### src/rtl/rpn_stack_sequencer_pkg.sv
// rpn_pkg: shared definitions for the RPN stack sequencer.
//   - rpn_op_e     : 3-bit command opcodes (encoding 7 is undefined)
//   - ERR_*        : completion status codes reported with done
//   - rpn_state_e  : sequencer FSM states
//   - RPN_W/RPN_DEPTH : default data width and stack capacity
//   - is_binary()  : true for the two-operand opcodes that are always present
package rpn_pkg;

  localparam int RPN_W     = 16;
  localparam int RPN_DEPTH = 8;

  typedef enum logic [2:0] {
    OP_PUSH = 3'd0,
    OP_POP  = 3'd1,
    OP_ADD  = 3'd2,
    OP_SUB  = 3'd3,
    OP_AND  = 3'd4,
    OP_OR   = 3'd5,
    OP_MUL  = 3'd6
  } rpn_op_e;

  localparam logic [1:0] ERR_OK        = 2'd0;
  localparam logic [1:0] ERR_UNDERFLOW = 2'd1;
  localparam logic [1:0] ERR_OVERFLOW  = 2'd2;
  localparam logic [1:0] ERR_ILLEGAL   = 2'd3;

  typedef enum logic [2:0] {
    S_IDLE,
    S_POP1,
    S_POP2,
    S_PUSH,
    S_DONE
  } rpn_state_e;

  // MUL is excluded here because its availability depends on the build.
  function automatic logic is_binary(input logic [2:0] op);
    return (op == OP_ADD) || (op == OP_SUB) || (op == OP_AND) || (op == OP_OR);
  endfunction

endpackage

### src/rtl/rpn_stack_sequencer_if.sv
// rpn_stack_sequencer_if: command and stack-side signals of the sequencer.
//   Command side : cmd_valid, cmd_op, cmd_val (requester -> sequencer),
//                  cmd_ready, done, err (sequencer -> requester)
//   Stack side   : stk_push, stk_pop, stk_val (sequencer -> stack),
//                  stk_top, stk_next, stk_count (stack -> sequencer)
//   Modports     : slave  = the sequencer
//                  master = the surrounding system (requester + stack)
interface rpn_stack_sequencer_if
  import rpn_pkg::*;
#(
  parameter int W = RPN_W
);

  logic         cmd_valid;
  logic [2:0]   cmd_op;
  logic [W-1:0] cmd_val;
  logic         cmd_ready;
  logic         stk_push;
  logic         stk_pop;
  logic [W-1:0] stk_val;
  logic [W-1:0] stk_top;
  logic [W-1:0] stk_next;
  logic [7:0]   stk_count;
  logic         done;
  logic [1:0]   err;

  modport slave (
    input  cmd_valid, cmd_op, cmd_val, stk_top, stk_next, stk_count,
    output cmd_ready, stk_push, stk_pop, stk_val, done, err
  );

  modport master (
    output cmd_valid, cmd_op, cmd_val, stk_top, stk_next, stk_count,
    input  cmd_ready, stk_push, stk_pop, stk_val, done, err
  );

endinterface

### src/rtl/rpn_stack_sequencer_alu.sv
// rpn_alu: combinational result of one RPN operation, modulo 2^W.
//   a_i      : second stack entry (next)
//   b_i      : top stack entry, or the PUSH operand
//   op_i     : opcode
//   result_o : ADD a+b, SUB a-b, AND/OR bitwise, MUL low W bits of a*b
//              (only when RPN_SEQ_MUL_EN is defined); anything else passes b
module rpn_alu
  import rpn_pkg::*;
#(
  parameter int W = RPN_W
) (
  input  logic [W-1:0] a_i,
  input  logic [W-1:0] b_i,
  input  rpn_op_e      op_i,
  output logic [W-1:0] result_o
);

  always_comb begin
    result_o = b_i;
    case (op_i)
      OP_ADD:  result_o = a_i + b_i;
      OP_SUB:  result_o = a_i - b_i;
      OP_AND:  result_o = a_i & b_i;
      OP_OR:   result_o = a_i | b_i;
`ifdef RPN_SEQ_MUL_EN
      OP_MUL:  result_o = a_i * b_i;
`endif
      default: result_o = b_i;
    endcase
  end

endmodule

### src/rtl/rpn_stack_sequencer.sv
// rpn_stack_sequencer: turns one RPN command at a time into pop/push strobes
// for an external stack and reports completion with done/err.
//   clk  : single clock, rising edge
//   rst  : asynchronous, active-low reset
//   bus  : rpn_stack_sequencer_if.slave (command handshake, stack strobes,
//          stack observation, done/err status)
// Build option: define RPN_SEQ_MUL_EN to enable the MUL opcode; otherwise
// MUL is reported as illegal.
module rpn_stack_sequencer
  import rpn_pkg::*;
#(
  parameter int W     = RPN_W,
  parameter int DEPTH = RPN_DEPTH
) (
  input  logic                         clk,
  input  logic                         rst,
  rpn_stack_sequencer_if.slave         bus
);

`ifdef RPN_SEQ_MUL_EN
  localparam bit MUL_EN = 1'b1;
`else
  localparam bit MUL_EN = 1'b0;
`endif

  localparam logic [7:0] DEPTH_C = 8'(DEPTH);

  rpn_state_e   state_q, state_d;
  rpn_op_e      op_q, op_d;
  logic [W-1:0] a_q, a_d;
  logic [W-1:0] b_q, b_d;
  logic [1:0]   err_q, err_d;
  logic         accept;
  logic [W-1:0] alu_res;

  // Status is decided entirely from the occupancy seen at acceptance, so a
  // failing command never touches the stack.
  function automatic logic [1:0] cmd_err(input logic [2:0] op, input logic [7:0] cnt);
    if (op == OP_PUSH) return (cnt >= DEPTH_C) ? ERR_OVERFLOW : ERR_OK;
    if (op == OP_POP)  return (cnt == 8'd0) ? ERR_UNDERFLOW : ERR_OK;
    if (is_binary(op) || (MUL_EN && (op == OP_MUL)))
      return (cnt < 8'd2) ? ERR_UNDERFLOW : ERR_OK;
    return ERR_ILLEGAL;
  endfunction

  assign accept = bus.cmd_valid && (state_q == S_IDLE);

  // Operands are captured before the pops change the stack outputs. For PUSH
  // the operand rides in b_q and the ALU passes it through unchanged.
  always_comb begin
    op_d  = op_q;
    a_d   = a_q;
    b_d   = b_q;
    err_d = err_q;
    if (accept) begin
      op_d  = rpn_op_e'(bus.cmd_op);
      a_d   = bus.stk_next;
      b_d   = bus.stk_top;
      err_d = cmd_err(bus.cmd_op, bus.stk_count);
      if (bus.cmd_op == OP_PUSH) begin
        a_d = '0;
        b_d = bus.cmd_val;
      end
    end
  end

  always_ff @(posedge clk or negedge rst) begin
    if (!rst) begin
      state_q <= S_IDLE;
      op_q    <= OP_PUSH;
      a_q     <= '0;
      b_q     <= '0;
      err_q   <= ERR_OK;
    end else begin
      state_q <= state_d;
      op_q    <= op_d;
      a_q     <= a_d;
      b_q     <= b_d;
      err_q   <= err_d;
    end
  end

  always_comb begin
    state_d = state_q;
    case (state_q)
      S_IDLE: begin
        if (accept) begin
          if (err_d != ERR_OK)      state_d = S_DONE;
          else if (op_d == OP_PUSH) state_d = S_PUSH;
          else                      state_d = S_POP1;
        end
      end
      S_POP1:  state_d = (op_q == OP_POP) ? S_DONE : S_POP2;
      S_POP2:  state_d = S_PUSH;
      S_PUSH:  state_d = S_DONE;
      S_DONE:  state_d = S_IDLE;
      default: state_d = S_IDLE;
    endcase
  end

  rpn_alu #(.W(W)) u_alu (
    .a_i      (a_q),
    .b_i      (b_q),
    .op_i     (op_q),
    .result_o (alu_res)
  );

  // Strobes are pure functions of the state, so push and pop are mutually
  // exclusive and everything drops to zero as soon as reset forces IDLE.
  always_comb begin
    bus.cmd_ready = 1'b0;
    bus.stk_push  = 1'b0;
    bus.stk_pop   = 1'b0;
    bus.stk_val   = '0;
    bus.done      = 1'b0;
    bus.err       = ERR_OK;
    case (state_q)
      S_IDLE: bus.cmd_ready = 1'b1;
      S_POP1,
      S_POP2: bus.stk_pop = 1'b1;
      S_PUSH: begin
        bus.stk_push = 1'b1;
        bus.stk_val  = alu_res;
      end
      S_DONE: begin
        bus.done = 1'b1;
        bus.err  = err_q;
      end
      default: ;
    endcase
  end

endmodule
### src/flat_wrapper.sv
// flat-port wrapper written by rule: the top's interface ports become plain ports
module rpn_stack_sequencer_flat import rpn_pkg::*;
#(
  parameter int W     = RPN_W,
  parameter int DEPTH = RPN_DEPTH
)
  (clk, rst, bus_cmd_valid, bus_cmd_op, bus_cmd_val, bus_stk_top, bus_stk_next, bus_stk_count, bus_cmd_ready, bus_stk_push, bus_stk_pop, bus_stk_val, bus_done, bus_err);
  rpn_stack_sequencer_if #(.W(W)) bus_i ();
  input  logic clk;
  input  logic rst;
  input wire logic [$bits(bus_i.cmd_valid)-1:0] bus_cmd_valid;
  input wire logic [$bits(bus_i.cmd_op)-1:0] bus_cmd_op;
  input wire logic [$bits(bus_i.cmd_val)-1:0] bus_cmd_val;
  input wire logic [$bits(bus_i.stk_top)-1:0] bus_stk_top;
  input wire logic [$bits(bus_i.stk_next)-1:0] bus_stk_next;
  input wire logic [$bits(bus_i.stk_count)-1:0] bus_stk_count;
  output wire logic [$bits(bus_i.cmd_ready)-1:0] bus_cmd_ready;
  output wire logic [$bits(bus_i.stk_push)-1:0] bus_stk_push;
  output wire logic [$bits(bus_i.stk_pop)-1:0] bus_stk_pop;
  output wire logic [$bits(bus_i.stk_val)-1:0] bus_stk_val;
  output wire logic [$bits(bus_i.done)-1:0] bus_done;
  output wire logic [$bits(bus_i.err)-1:0] bus_err;
  assign bus_i.cmd_valid = bus_cmd_valid;
  assign bus_i.cmd_op = bus_cmd_op;
  assign bus_i.cmd_val = bus_cmd_val;
  assign bus_i.stk_top = bus_stk_top;
  assign bus_i.stk_next = bus_stk_next;
  assign bus_i.stk_count = bus_stk_count;
  assign bus_cmd_ready = bus_i.cmd_ready;
  assign bus_stk_push = bus_i.stk_push;
  assign bus_stk_pop = bus_i.stk_pop;
  assign bus_stk_val = bus_i.stk_val;
  assign bus_done = bus_i.done;
  assign bus_err = bus_i.err;
  rpn_stack_sequencer #(.W(W), .DEPTH(DEPTH)) u_core (.clk(clk), .rst(rst), .bus(bus_i));
endmodule
### config.mk
export PLATFORM = sky130hd
export DESIGN_NAME = rpn_stack_sequencer_flat
export DESIGN_NICKNAME = d
export VERILOG_FILES = /design/src/rtl/rpn_stack_sequencer_pkg.sv /design/src/rtl/rpn_stack_sequencer_if.sv /design/src/rtl/rpn_stack_sequencer_alu.sv /design/src/rtl/rpn_stack_sequencer.sv /design/src/flat_wrapper.sv
export SDC_FILE = /design/constraint.sdc
export NUM_CORES = 1
export LEC_CHECK = 0
export BUFFER_PORTS_ARGS = -buffer_cell sky130_fd_sc_hd__buf_2
export CORE_MARGIN = 10
export CORE_UTILIZATION = 25
export DETAILED_ROUTE_END_ITERATION = 8
export GPL_ROUTABILITY_DRIVEN = 0
export PLACE_DENSITY = 0.49
export SLEW_MARGIN = 10
export SYNTH_ARGS = -nofsm -noshare
export SYNTH_HDL_FRONTEND = slang
export SYNTH_SLANG_ARGS = --single-unit
### constraint.sdc
create_clock -name clk -period 8.5 [get_ports clk]
set_input_delay 0.85 -clock clk [delete_from_list [all_inputs] [get_ports clk]]
set_output_delay 0.85 -clock clk [all_outputs]
set_load 0.005 [all_outputs]
**Yosys cells after proc, flatten, opt, wreduce, memory -nomap -nowiden**

Index checks and enable logic that the tools add are counted.

- Register bits after elaboration: 40
- Input port bits: 62
- Output and inout bits: 22
- Logic and storage cells: 70

- Add/subtract/negate cells: 2
- $lt $le $gt $ge: 2
- Equality and inequality tests: 15
- Mux-type cells: 34
- Bitwise operators: 2
- Reductions and logical operators: 10

Operators by type and width:

| cell | number |
|---|---|
| $pmux 16 s4 | 1 |
| $mux 16 | 3 |
| $mux 2 | 10 |
| $eq 3x2->1 const B | 6 |
| $add 16x16->16 | 1 |
| $and 16x16->16 | 1 |
| $or 16x16->16 | 1 |
| $sub 16x16->16 | 1 |
| $eq 3x3->1 const B | 5 |
| $mux 1 | 15 |
| $mux 3 | 4 |
| $pmux 3 s4 | 1 |
| $eq 3x1->1 const B | 3 |
| $logic_not 3->1 | 3 |
| $ge 8x4->1 const B | 1 |
| $logic_not 8->1 | 1 |
| $lt 8x2->1 const B | 1 |
| $logic_or 1x1->1 | 3 |
| $ne 2x1->1 const B | 1 |
| $reduce_bool 2->1 | 1 |
| $reduce_or 2->1 | 1 |
| $logic_and 1x1->1 | 1 |

**Longest topological paths before layout**

Gate-level depths: netlist of the first run.

- Word-level depth: 16
- Mapped depth: 15
- Gate-level depth less buffers: 14

**Cells and area by module**

Synthesis of the first run repeated with hierarchy kept, for this count alone.

- Cells, all modules: 422
- Area, all modules: 3569.7 µm²

Modules (own cells, without submodules):

| module | instances | cells each | area each (µm²) | seq. area each (µm²) |
|---|---|---|---|---|
| rpn_stack_sequencer | 1 | 177 | 1898.1 | 1001.0 |
| rpn_alu | 1 | 245 | 1671.6 | 0.0 |

**Worst setup path before layout of the first run**

No wires, ideal clock.

- Path kind: register -> output
- Start: register u_core.b_q[7]
- End: output port bus_stk_val[14]
- Data arrival time: 2981 ps
- Data required time: 7650 ps
- Path slack: 4669 ps
- Cell stages (with the launch flop): 12
- Buffers on the path: 1
- Path through: dfrtp_1 buf_6 or3_1 or3_4 o31ai_1 xor2_1 ha_1 and3_2 and3_1 a31oi_1 mux2_2 o21ai_0

- Longest elaborated chain between the ends: 3
- Elaborated cells on any way between the ends: 4
- Those cells by class: add/sub: 2; mux: 2

RTL lines:

| what | RTL line | source |
|---|---|---|
| from (decl) | rpn_stack_sequencer.sv:31 | `logic [W-1:0] b_q, b_d;` |
| from (signal assigned) | rpn_stack_sequencer.sv:72 | `b_q <= '0;` |
| from (signal assigned) | rpn_stack_sequencer.sv:78 | `b_q <= b_d;` |
| $sub 16x16->16 or $add 16x16->16 (tied branches) | rpn_stack_sequencer_alu.sv:22, rpn_stack_sequencer_alu.sv:21 |  |
| $pmux 16 s4 (*) | rpn_stack_sequencer_alu.sv:20 | `case (op_i)` |
| $mux 16 (*) | rpn_stack_sequencer.sv:117 | `case (state_q)` |
| to (decl) | flat_wrapper.sv:20 | `output wire logic [$bits(bus_i.stk_val)-1:0] bus_stk_val;` |

Mark *: on every way between the ends. The rest lies on a longest branch, timed or not.

**Final worst setup path of the first run**

- Start: register u_core.op_q[2]
- End: output port bus_stk_val[12]

- Longest elaborated chain between the ends: 3
- Elaborated cells on any way between the ends: 6
- Those cells by class: eq/ne: 4; mux: 2

RTL lines:

| what | RTL line | source |
|---|---|---|
| from (decl) | rpn_stack_sequencer.sv:29 | `rpn_op_e op_q, op_d;` |
| from (signal assigned) | rpn_stack_sequencer.sv:76 | `op_q <= op_d;` |
| $eq 3x3->1 or $eq 3x2->1 (tied branches) | rpn_stack_sequencer_alu.sv:20 |  |
| $pmux 16 s4 (*) | rpn_stack_sequencer_alu.sv:20 |  |
| $mux 16 (*) | rpn_stack_sequencer.sv:117 |  |

Marked as above.

==> results of run 1 <==
area by class of cell:
type / count / area, µm² / area share (%)
flip-flops and latches: 40 / 1000 / 23.7
inverters: 11 / 41.3 / 0.977
multi-input cells: 373 / 2390 / 56.6
clock inverters: 1 / 5.00 / 0.118
repair buffers: 85 / 430 / 10.2
clock buffers: 6 / 129 / 3.05
well taps: 180 / 225 / 5.33
worst reg2reg max path, cell delays in order, from the launching register on:
cell,delay [ns]
dfrtp_1,0.44
nor2_1,0.31
nand3b_1,0.11
buf_4,0.33
nand2_1,0.14
o21ai_0,0.13
nor2_1,0.14
nand2_1,0.08
a211oi_1,0.22
power by group through the flow:
stage	Sequential [W]	Combinational, W	Clock (W)
floorplan	0.000352	0.00103	0
global placement	0.000451	0.00118	0
detailed placement	0.000453	0.00119	0
CTS	0.000450	0.00120	0.000180
global route	0.000475	0.00136	0.000190
finish	0.000449	0.00119	0.000176
state kept, by name (all words and copies together) (netlist names):
signal / flops
u_core.state_q: 3
u_core.op_q: 3
u_core.b_q: 16
u_core.err_q: 2
u_core.a_q: 16
path summary, 6_finish.rpt:
check	from	to	slack (ns)	depth (start not counted)
worst max-delay path	u_core.op_q[2]	bus_stk_val[12]	3.43	13
worst min-delay path	u_core.a_q[0]	u_core.a_q[0]	0.54	2
worst max register to register	u_core.state_q[0]	u_core.state_q[0]	6.51	8
worst min register to register	u_core.a_q[0]	u_core.a_q[0]	0.54	2
max in group asynchronous	rst	u_core.a_q[0]	7.26	1
min in group asynchronous	rst	u_core.a_q[12]	0.68	1
stage by stage:
step | hold slack (ns) | instance area (µm²) | instances | setup slack [ns] | util, %
CTS | 0.538 | 4220 | 696 | 3.39 | 30.2
global route | 0.544 | 4220 | 696 | 3.10 | 30.2
floorplan | 0.475 | 3600 | 454 | 4.67 | -
global placement | 0.503 | 4090 | 689 | 3.82 | 29.2
detailed placement | 0.516 | 4090 | 689 | 3.70 | 29.2
finish | 0.537 | 4220 | 696 | 3.43 | 30.2
cells in the final DEF, fill, tap and decap left out, types with 2 or more instances in the layout:
master and count:
xor2_1 10, a21o_1 4, nand3_1 2, buf_4 2, nand2b_1 6, nor3_1 7
nand3b_1 2, clkbuf_16 5, mux2i_1 17, a31oi_1 7, buf_2 83, or3_1 4
mux2_2 8, a22oi_1 2, xnor2_1 13, a211oi_1 9, a21oi_1 23, ha_1 18
nor2_1 21, o22ai_1 12, nand2_1 73, o21ai_0 59, nor2b_1 19, or2_2 2
a311oi_1 2, o311ai_0 4, inv_1 11, dfrtp_1 40, and3_1 7, and2_1 4
o211ai_1 3, o21a_1 13, o31ai_1 4
logic make-up after synthesis:
kind of cell / Yosys count
simple gates: 156
compound gates: 149
buf+inv: 41
flops: 40
mux: 25
xor+xnor: 24
fa+ha+maj: 19
routing by layer:
| metal | vias to the layer above | GRT usage (%) |
|---|---|---|
| met4 | 0 | 2.93 |
| li1 | 1737 | - |
| met3 | 7 | 2.50 |
| met1 | 1559 | 14.4 |
| met5 | - | 0 |
| met2 | 90 | 15.8 |
==> results.json, run 1 <==
{
  "finalClockSkew_ns": 0.00445,
  "cts_setup_buffers": 0,
  "maxCapViolations": 0,
  "power_w": 0.00182,
  "cts-hold-fix-buffers": 0,
  "finalCritPeriodShare_pct": 59.7,
  "rsz0062_at_grt": "false",
  "crit_slowest_cell": "dfrtp_1",
  "routed_wl_um": 10400,
  "status": "finished, final reports clean",
  "wl_met3_um": 656,
  "drive_above_1_share_pct": 20.9,
  "sw_frac_of_total_pct": 48.7,
  "netlist_instances": 454,
  "dp_hpwl_um": 8310,
  "ys_seq_elements": 40,
  "power.internal_w": 0.000931,
  "viasPerCell": 4.88,
  "power.density_mw_per_mm2": 430,
  "async_flop_share_pct": 100,
  "gr-total-overflow": 0,
  "htreeDepth": 2,
  "path_class": "flop to primary output",
  "arrival_ns": 4.22,
  "p_clk_share_pct": 9.7,
  "cp_top_family": "compound AO/OA/AOI/OAI gates",
  "fin_tns_setup_ns": 0,
  "synth_xor_xnor_area_share_pct": 6.04,
  "insertion_delay_ns": 0.28,
  "pin_count": 84,
  "relSlewSlack_pct": 29.6,
  "wl_per_cell_um": 14.9,
  "post-route-min-period_ns": 5.07,
  "p_sw_w": 0.000885,
  "drt-met1-wl_um": 5160,
  "combPwrFrac_pct": 65.6,
  "hold_violations": 0,
  "drcViolationCount": 0,
  "crit_path_start_kind": "flop",
  "n_antenna_cell": 0,
  "top_layer": "met4",
  "ir_worst_vdd_v": 0.000134,
  "crit_chain": "and2b_2 > and2_1 > nor2_1 > xnor2_1 > ha_1 > nor2b_1 > o21a_1 > o21ai_0 > a21oi_1 > a31oi_1 > mux2_2 > o22ai_1 > buf_2",
  "cts_buffer_depth": 2,
  "postRouteAntennaNets": 0,
  "synth_most_common_cell": "nand2_1",
  "cp.required_ns": 7.65,
  "synthSimpleGateAreaFrac_pct": 20.9,
  "syn2layout_area_growth_pct": 17.2,
  "critPathCaptureType": "primary output",
  "drt_iter0_markers": 133,
  "syn-cell-area_mm2": 0.00360,
  "nFillCells": 1529,
  "grt_pass1_vias": 3507,
  "ctsResizeCount": 0,
  "synth_top_area_share_pct": 27.8,
  "cts_tree": "done",
  "final_nets": 597,
  "yosys_warnings": 0,
  "num_rows": 43,
  "ys.flop_type": "dfrtp_1",
  "seq_area_frac_synth_pct": 27.8,
  "synth_fa_ha_area_share_pct": 6.80,
  "synthesis.nets": 535,
  "antenna_found_initial": 0,
  "start_util_pct": 25.8,
  "synth_common_cells": "nand2_1 (73), o21ai_0 (59), dfrtp_1 (40)",
  "worst_pin_slew_ns": 1.06,
  "die-area_mm2": 0.0196,
  "leakagePower_nw": 1.97,
  "first_pass_iters": 5,
  "synth_cell_types": 55,
  "cts_inserted_buffers": 5,
  "fmax_mhz": 197,
  "synth_compound_gate_area_share_pct": 25.2,
  "dr_wl_met2_um": 4470,
  "vias": 3393,
  "hold_path.class": "flop to flop",
  "max_stage_delay_ns": 1.04,
  "final_max_slew_viol_count": 0,
  "synth_top_area_cell": "dfrtp_1",
  "power_frac_seq_pct": 24.7,
  "clk_pin_slew_ns": 0.06,
  "synth.area.top_cells": "dfrtp_1 (28%), o21ai_0 (8.2%), nand2_1 (7.6%)",
  "place.port_buffers": 83,
  "core-area_mm2": 0.0140,
  "clock-sinks": 40,
  "die_w_um": 140,
  "crit_fanout": 35,
  "setup_viol": 0,
  "grt_pass1_wl_um": 17600,
  "synth_mux_area_share_pct": 7.22,
  "worst-path-buf-inv": 1,
  "dieHeight_um": 140,
  "syn_avg_cell_area_um2": 7.94,
  "synth_top_family_by_area": "compound AO/OA/AOI/OAI gates",
  "cts_root_buffer": "clkbuf_16",
  "grt.total_usage_pct": 10.5,
  "synth_edf_count": 0,
  "grt_max_degree": 72
}
(Power assumes the default switching activity.)
==> run 2, diff against run 1 <==
==> constraint.sdc (replaced) <==
create_clock -name clk -period 5.1 [get_ports clk]
set_input_delay 0.51 -clock clk [delete_from_list [all_inputs] [get_ports clk]]
set_output_delay 0.51 -clock clk [all_outputs]
set_load 0.005 [all_outputs]
==> run 2 against run 1 <==
Compared with the run above:
- sequential power increased by 58%
- design area increased by 0.47%
- clock power rose by 78%
- worst setup slack worse by 2.6 ns
- flip-flop and latch count is the same
- final cell count is 0.29% higher
- total power is 69% higher
- non-clock buffer count up 1
- via count shrank 0.97%
- sequential share of layout area decreased by 0.11 points
- clock-buffer cell count up 2
- highest routed layer unchanged
==> results.json, run 2 (same netlist as run 1, synthesis figures left out) <==
{
  "status": "finished, final reports clean",
  "routed_wl_um": 10600,
  "finalClockSkew_ns": 0.00387,
  "worst_pin_slew_ns": 1.05,
  "n_antenna_cell": 0,
  "drive_above_1_share_pct": 21.0,
  "cts_inserted_buffers": 5,
  "finish.utilization_pct": 30.3,
  "hold_path.class": "input pin to asynchronous set/reset pin",
  "dp.cells": 690,
  "antenna_found_initial": 0,
  "max_stage_delay_ns": 0.78,
  "insertion_delay_ns": 0.28,
  "fin_tns_setup_ns": 0,
  "grt.total_usage_pct": 10.7,
  "top_regs": "u_core.a_q (16), u_core.b_q (16)",
  "gr-total-overflow": 0,
  "multi_input_area_mm2": 0.00239,
  "critPathCaptureType": "primary output",
  "finalCritPeriodShare_pct": 83.0,
  "layout_common_cells": "buf_2 (83), nand2_1 (73), o21ai_0 (59)",
  "cts_tree": "done",
  "dieHeight_um": 140,
  "clk_pin_slew_ns": 0.06,
  "postRouteAntennaNets": 0,
  "drt_iter0_markers": 119,
  "clock-sinks": 40,
  "relSlewSlack_pct": 29.9,
  "dp_hpwl_um": 8470,
  "grt_pass1_vias": 3456,
  "crit_chain": "nand2_1 > o21ai_0 > fa_1 > nor2b_1 > o21a_1 > o21ai_0 > a21oi_1 > a31oi_1 > mux2_2 > o21ai_0 > buf_2",
  "cts-hold-fix-buffers": 0,
  "grt_max_degree": 56,
  "crit_fanout": 22,
  "final_common_cell": "buf_2",
  "crit_slowest_cell": "dfrtp_1",
  "wl_per_cell_um": 15.2,
  "die-area_mm2": 0.0196,
  "cp_common_cell": "o21ai_0",
  "ctsResizeCount": 0,
  "final_cells": 698,
  "path_class": "flop to primary output",
  "regArea_mm2": 0.00100,
  "num_rows": 43,
  "hold_violations": 0,
  "cts_root_buffer": "clkbuf_16",
  "syn2layout_area_growth_pct": 17.7,
  "start_util_pct": 25.8,
  "setup_ws_ns": 0.865,
  "fmax_mhz": 236,
  "leakagePower_nw": 1.98,
  "vias": 3360,
  "ir_worst_vdd_v": 0.000258,
  "drcViolationCount": 0,
  "crit_path_start_kind": "flop",
  "rsz0062_at_grt": "false",
  "cts_setup_buffers": 0,
  "core-area_mm2": 0.0140,
  "post-route-min-period_ns": 4.24,
  "final_nets": 598,
  "power.density_mw_per_mm2": 724,
  "pin_count": 84,
  "setup_viol": 0,
  "cts_buffer_depth": 2,
  "place_ws_ns": 1.16,
  "place.port_buffers": 83,
  "first_pass_iters": 5,
  "final_max_slew_viol_count": 0,
  "grt_pass1_wl_um": 17800,
  "viasPerCell": 4.81,
  "maxCapViolations": 0,
  "arrival_ns": 3.73,
  "die_w_um": 140,
  "htreeDepth": 2,
  "cp.required_ns": 4.59,
  "nFillCells": 1533
}
## run 2: cell types whose count changed in the layout (fill, tap and decap cells not counted), sizes merged
cell / change
clkbuf: +2
buf: +1
clkinv: -1
## run 2: worst max-delay path: cells and delay by family (launching register included)
kind	cells	cell delay, ns
simple gates	2	0.41
flops	1	0.78
fa+ha+maj	1	0.28
buf+inv	1	0.15
mux	1	0.35
compound gates	6	1.47
## run 2: layout make-up
class                      count  share of cell area (%)
clock buffer                   8                    3.45
inverter                      11                   0.973
multi-input combinational    373                    56.4
sequential                    40                    23.6
tap                          180                    5.31
timing repair buffer          86                    10.3
## run 2: final timing paths
check,start,end,slack (ns),depth (start not counted)
max,u_core.op_q[0],bus_stk_val[14],0.86,11
min,rst,u_core.b_q[13],0.36,1
max reg2reg,u_core.state_q[0],u_core.state_q[0],2.66,7
min reg2reg,u_core.a_q[0],u_core.a_q[0],0.53,2
max in group asynchronous,rst,u_core.b_q[4],4.18,1
min in group clk,bus_stk_next[6],u_core.a_q[6],0.47,3
## run 2: metal layers
| metal | track usage [%] | part of all wire, % |
|---|---|---|
| met5 | 0 | 0 |
| met3 | 2.43 | 4.9 |
| met1 | 15.0 | 52 |
| met2 | 16.1 | 42 |
| met4 | 2.61 | 0.95 |
## run 2: per-stage QoR
stage          total power [W]  cell area, µm²  hold slack, ns
6_report               0.00307            4240           0.355
5_1_grt                0.00341            4240           0.448
4_1_cts                0.00309            4240           0.390
3_5_place_dp           0.00275            4100           0.516
3_3_place_gp           0.00273            4100           0.513
2_1_floorplan          0.00230            3600           0.214
## run 2: report_power, final
group / total (W) / internal (W) / switching (W)
Sequential: 0.000710 / 0.000463 / 0.000247
Combinational: 0.00205 / 0.000919 / 0.00113
Clock: 0.000313 / 0.000195 / 0.000118
Total: 0.00307 / 0.00158 / 0.00150
